## src/rtl/ps2_kbd_encoder.sv

```systemverilog
// PS/2 keyboard receiver with show-ahead byte FIFO, plus an 8:3 priority encoder and a 3:8 decoder.
// Define PS2_PARITY_CHECK_EN to reject frames that fail odd parity.
module ps2_kbd_encoder #(
   parameter int FIFO_DEPTH = 8
) (
   input  logic       clk,
   input  logic       rst,
   input  logic       ps2_clk,
   input  logic       ps2_data,
   input  logic       nextdata_n,
   output logic [7:0] data,
   output logic       ready,
   output logic       overflow,
   input  logic [7:0] enc_in,
   input  logic       enc_en,
   output logic [2:0] enc_out,
   output logic       enc_valid,
   input  logic [2:0] dec_in,
   input  logic       dec_en,
   output logic [7:0] dec_out
);
   localparam int AW = (FIFO_DEPTH > 1) ? $clog2(FIFO_DEPTH) : 1;

   logic [2:0]  sync;
   logic        fall;
   logic [9:0]  shift_buf;
   logic [3:0]  bit_cnt;
   logic        frame_ok;
   logic        push, pop, full;
   logic [AW:0] w_ptr, r_ptr;
   logic [7:0]  mem [FIFO_DEPTH];

   assign fall = sync[2] & ~sync[1];

   always_ff @(posedge clk or posedge rst) begin
      if (rst) sync <= 3'b111;
      else     sync <= {sync[1:0], ps2_clk};
   end

   // ps2_data is stable for the whole low phase of ps2_clk, so no synchroniser is needed
   always_ff @(posedge clk or posedge rst) begin
      if (rst) begin
         shift_buf <= '0;
         bit_cnt   <= '0;
      end else if (fall) begin
         if (bit_cnt == 4'd10) begin
            bit_cnt <= '0;
         end else begin
            shift_buf <= {ps2_data, shift_buf[9:1]};
            bit_cnt   <= bit_cnt + 4'd1;
         end
      end
   end

   // At the 11th edge: shift_buf = {parity, data[7:0], start}, ps2_data = stop
   always_comb begin
      frame_ok = ~shift_buf[0] & ps2_data;
`ifdef PS2_PARITY_CHECK_EN
      frame_ok = frame_ok & (^shift_buf[9:1]);
`endif
   end

   assign push  = fall && (bit_cnt == 4'd10) && frame_ok;
   assign ready = (w_ptr != r_ptr);
   assign full  = (w_ptr[AW] != r_ptr[AW]) && (w_ptr[AW-1:0] == r_ptr[AW-1:0]);
   assign pop   = ~nextdata_n & ready;
   assign data  = mem[r_ptr[AW-1:0]];

   always_ff @(posedge clk or posedge rst) begin
      if (rst) begin
         w_ptr    <= '0;
         r_ptr    <= '0;
         overflow <= 1'b0;
         for (int i = 0; i < FIFO_DEPTH; i++) mem[i] <= '0;
      end else begin
         if (pop) r_ptr <= r_ptr + (AW+1)'(1);
         // a same-cycle pop frees the head slot, so a full FIFO still accepts the byte
         if (push && (!full || pop)) begin
            mem[w_ptr[AW-1:0]] <= shift_buf[8:1];
            w_ptr              <= w_ptr + (AW+1)'(1);
         end else if (push) begin
            overflow <= 1'b1;
         end
      end
   end

   always_comb begin
      enc_out   = '0;
      enc_valid = 1'b0;
      if (enc_en) begin
         for (int i = 0; i < 8; i++) begin
            if (enc_in[i]) begin
               enc_out   = 3'(i);
               enc_valid = 1'b1;
            end
         end
      end
   end

   assign dec_out = dec_en ? (8'h01 << dec_in) : 8'h00;

endmodule

```

## config.mk

```make
export PLATFORM = sky130hd
export DESIGN_NAME = ps2_kbd_encoder
export DESIGN_NICKNAME = d
export VERILOG_FILES = /design/src/rtl/ps2_kbd_encoder.sv
export SDC_FILE = /design/constraint.sdc
export NUM_CORES = 1
export LEC_CHECK = 0
export ABC_AREA = 1
export ABC_CLOCK_PERIOD_IN_PS = 8500
export BUFFER_PORTS_ARGS = -buffer_cell sky130_fd_sc_hd__buf_4
export CAP_MARGIN = 20
export CORE_MARGIN = 4
export CORE_UTILIZATION = 40
export DETAILED_ROUTE_END_ITERATION = 10
export SYNTH_ARGS = -nofsm -noshare
export SYNTH_HDL_FRONTEND = slang
export SYNTH_SLANG_ARGS = --single-unit
```

## constraint.sdc

```tcl
create_clock -name clk -period 8.5 [get_ports clk]
set_clock_uncertainty 0.15 [all_clocks]
set_input_delay 1.275 -clock clk [delete_from_list [all_inputs] [get_ports clk]]
set_output_delay 1.275 -clock clk [all_outputs]
set_load 0.005 [all_outputs]
```

==> flow_summary.toml <==
[run_status]
status = "finished, final reports clean"

[yosys]
ys.flop_type = "dfrtp_1"
ys_warn_count = 0
ys_top_cells_by_area = "dfrtp_1 (46%), nand2_1 (14%), nand4_1 (8.6%)"
ys_ff_latch = 90
synth_top_area_cell = "dfrtp_1"
async_flop_share = 1.00
yosysMostFrequentCell = "nand2_1"
synth_common_cells = "nand2_1 (175), dfrtp_1 (87), nand4_1 (65)"
synth.avg_cell_area_um2 = 8.53
synth-edff-count = 0
synthesis.area_mm2 = 0.00475
syn_inst = 557
yosysTopAreaCellShare = 0.458
syn_nets = 577
synthDistinctLibCells = 39
ys_seq_area_frac = 0.475

[floorplanning]
rows = 39
initial_core_util = 0.413
ios = 40
design.core.area_mm2 = 0.0115
die_x_um = 117
dieArea_mm2 = 0.0137
die_y_um = 117

[setup_path]
worstPathMaxFanout = 36
cp_num_buf_inv = 2
path_cells = "inv_2, o21ai_0, o22ai_1, nand2_1, nand2_1, buf_4"
critPathKind = "reg -> out"
r2r_setup_slack_ns = 5.15
worstPathRequired_ns = 7.07
worstSetupStartpointType = "register"
critPathMostFrequentCell = "nand2_1"
endpoint_kind = "primary output"
critPathTopFamily = "flip-flops"
max_stage_delay_ns = 0.99
crit_slowest_cell = "dfrtp_1"
arrival_ns = 2.52

[placed_design]
gp_congestion = 0.894
hpwl_um = 8510
port_buffers = 39

[clocking]
numCtsBuffers = 9
cts_setup_buffers = 0
clk_path_buf_depth = 2
cts_tree = "built"
clk_pin_slew_ns = 0.06
cts.repair.resized = 0
cts-htree-levels = 3
clock_tree.root_cell = "clkbuf_16"
clk_latency_ns = 0.35
ctsHoldBuffers = 0
clock_sinks = 90

[timing]
setup_tns_ns = 0
fin_crit_sh = 0.464
maxSlewViolCount = 0
tightestPinTransition_ns = 0.989
setup-violations-final = 0
period_minus_slack_ns = 3.95
final_hold_viol_count = 0
relSlewSlack = 0.341
whs_ns = 0.207
rsz0062_at_grt = "false"
fmax_ghz = 0.253

[run]
drv_cap = 0

[grt]
grt_pass1_vias = 3775
grt.total_usage = 0.199
grt_max_degree = 78
grt_overflow = 0
grt_pass1_wl_um = 20600
antenna_found_initial = 0

[cells_and_area]
fillers = 1128
area_growth_pct = 11.0
final_nets = 591
drive_above_1_share = 0.172
num_antenna_cells = 0

[route]
post_drt_via_cell_ratio = 5.63
wire_per_inst_um = 17.9
drt_pass1_iterations = 5
drc_errors = 0
routed_wl_um = 12800
vias = 4050
drtIter0Drc = 389
ant_nets = 0

[worst_hold_path]
hp-class = "reg -> reg"

[pwr]
ir_worst_vdd_uv = 176
p_per_area_mw_per_mm2 = 283
leakage_uw = 0.00270
report_power, final:
part           switching (uW)  total (uW)  internal, uW
Sequential                158         635           477
Clock                     174         428           255
Combinational             253         428           175
state kept, by name, indices dropped and copies added, names as in the netlist:
register / count
mem: 64
shift_buf: 10
bit_cnt: 4
r_ptr: 4
w_ptr: 4
sync: 3
overflow: 1
cell families after synthesis:
kind of cell | synth area share
compound gates | 0.0751
xor+xnor | 0.0145
fa+ha+maj | 0.00527
buf+inv | 0.0811
flops | 0.475
mux | 0.0213
simple gates | 0.328
worst register-to-register path, delay by kind of cell (launching register included):
| kind | cells | cell delay [ns] |
|---|---|---|
| flip-flops | 1 | 0.74 |
| buffers and inverters | 2 | 1.21 |
| AND/OR/NAND/NOR | 7 | 1.13 |
worst paths after layout:
| kind | startpoint | endpoint | cells past startpoint |
|---|---|---|---|
| min in group asynchronous | rst | mem[60]$_DFFE_PP0P_ | 2 |
| max in group asynchronous | rst | mem[35]$_DFFE_PP0P_ | 3 |
| hold / removal | sync[0]$_DFF_PP1_ | sync[1]$_DFF_PP1_ | 0 |
| hold reg to reg | sync[0]$_DFF_PP1_ | sync[1]$_DFF_PP1_ | 0 |
| setup / recovery | r_ptr[0]$_DFFE_PP0P_ | data[7] | 6 |
| setup reg to reg | r_ptr[0]$_DFFE_PP0P_ | mem[20]$_DFFE_PP0P_ | 9 |
metrics by stage:
| stage | total power [uW] | util | worst slack, ns | std cells | area, um2 |
|---|---|---|---|---|---|
| after CTS | 1500 | 0.458 | 4.62 | 719 | 5270 |
| final | 1490 | 0.458 | 4.55 | 719 | 5270 |
| after floorplan | 896 | - | 4.74 | 557 | 4750 |
| after detailed placement | 1060 | 0.430 | 5.00 | 703 | 4950 |
| after global placement | 1060 | 0.430 | 5.04 | 703 | 4950 |
| after global routing | 1580 | 0.458 | 4.32 | 719 | 5270 |
layout by cell type (no fill, tap or decap), types with 6 or more instances in the layout:
| master | netlist | layout |
|---|---|---|
| a21oi_1 | 7 | 7 |
| mux2_2 | 9 | 9 |
| o21ai_0 | 36 | 36 |
| nand3_2 | 6 | 6 |
| nand2_1 | 175 | 175 |
| o22ai_1 | 16 | 16 |
| inv_1 | 16 | 15 |
| dfrtp_1 | 87 | 87 |
| nand3_1 | 10 | 10 |
| nor2_1 | 49 | 49 |
| nand4_1 | 65 | 65 |
| clkbuf_16 | 0 | 9 |
| buf_4 | 3 | 42 |
layout make-up:
cell class                      instances  area [um2]  share of cell area
Inverter                               22        88.8              0.0168
Multi-Input combinational cell        406        2110               0.400
Sequential cell                        90        2260               0.428
Clock inverter                          4        57.6              0.0109
Timing Repair Buffer                   42         315              0.0598
Clock buffer                           12         267              0.0505
Tap cell                              143         179              0.0339
layer usage:
layer / up-vias / part of all wire / global-route usage
met5: - / 0 / 0
met4: 0 / 0.020 / 0.0581
met3: 18 / 0.080 / 0.0648
met2: 145 / 0.45 / 0.300
met1: 1957 / 0.45 / 0.274
li1: 1930 / - / -
No activity file was read; power rests on OpenSTA's default activity.
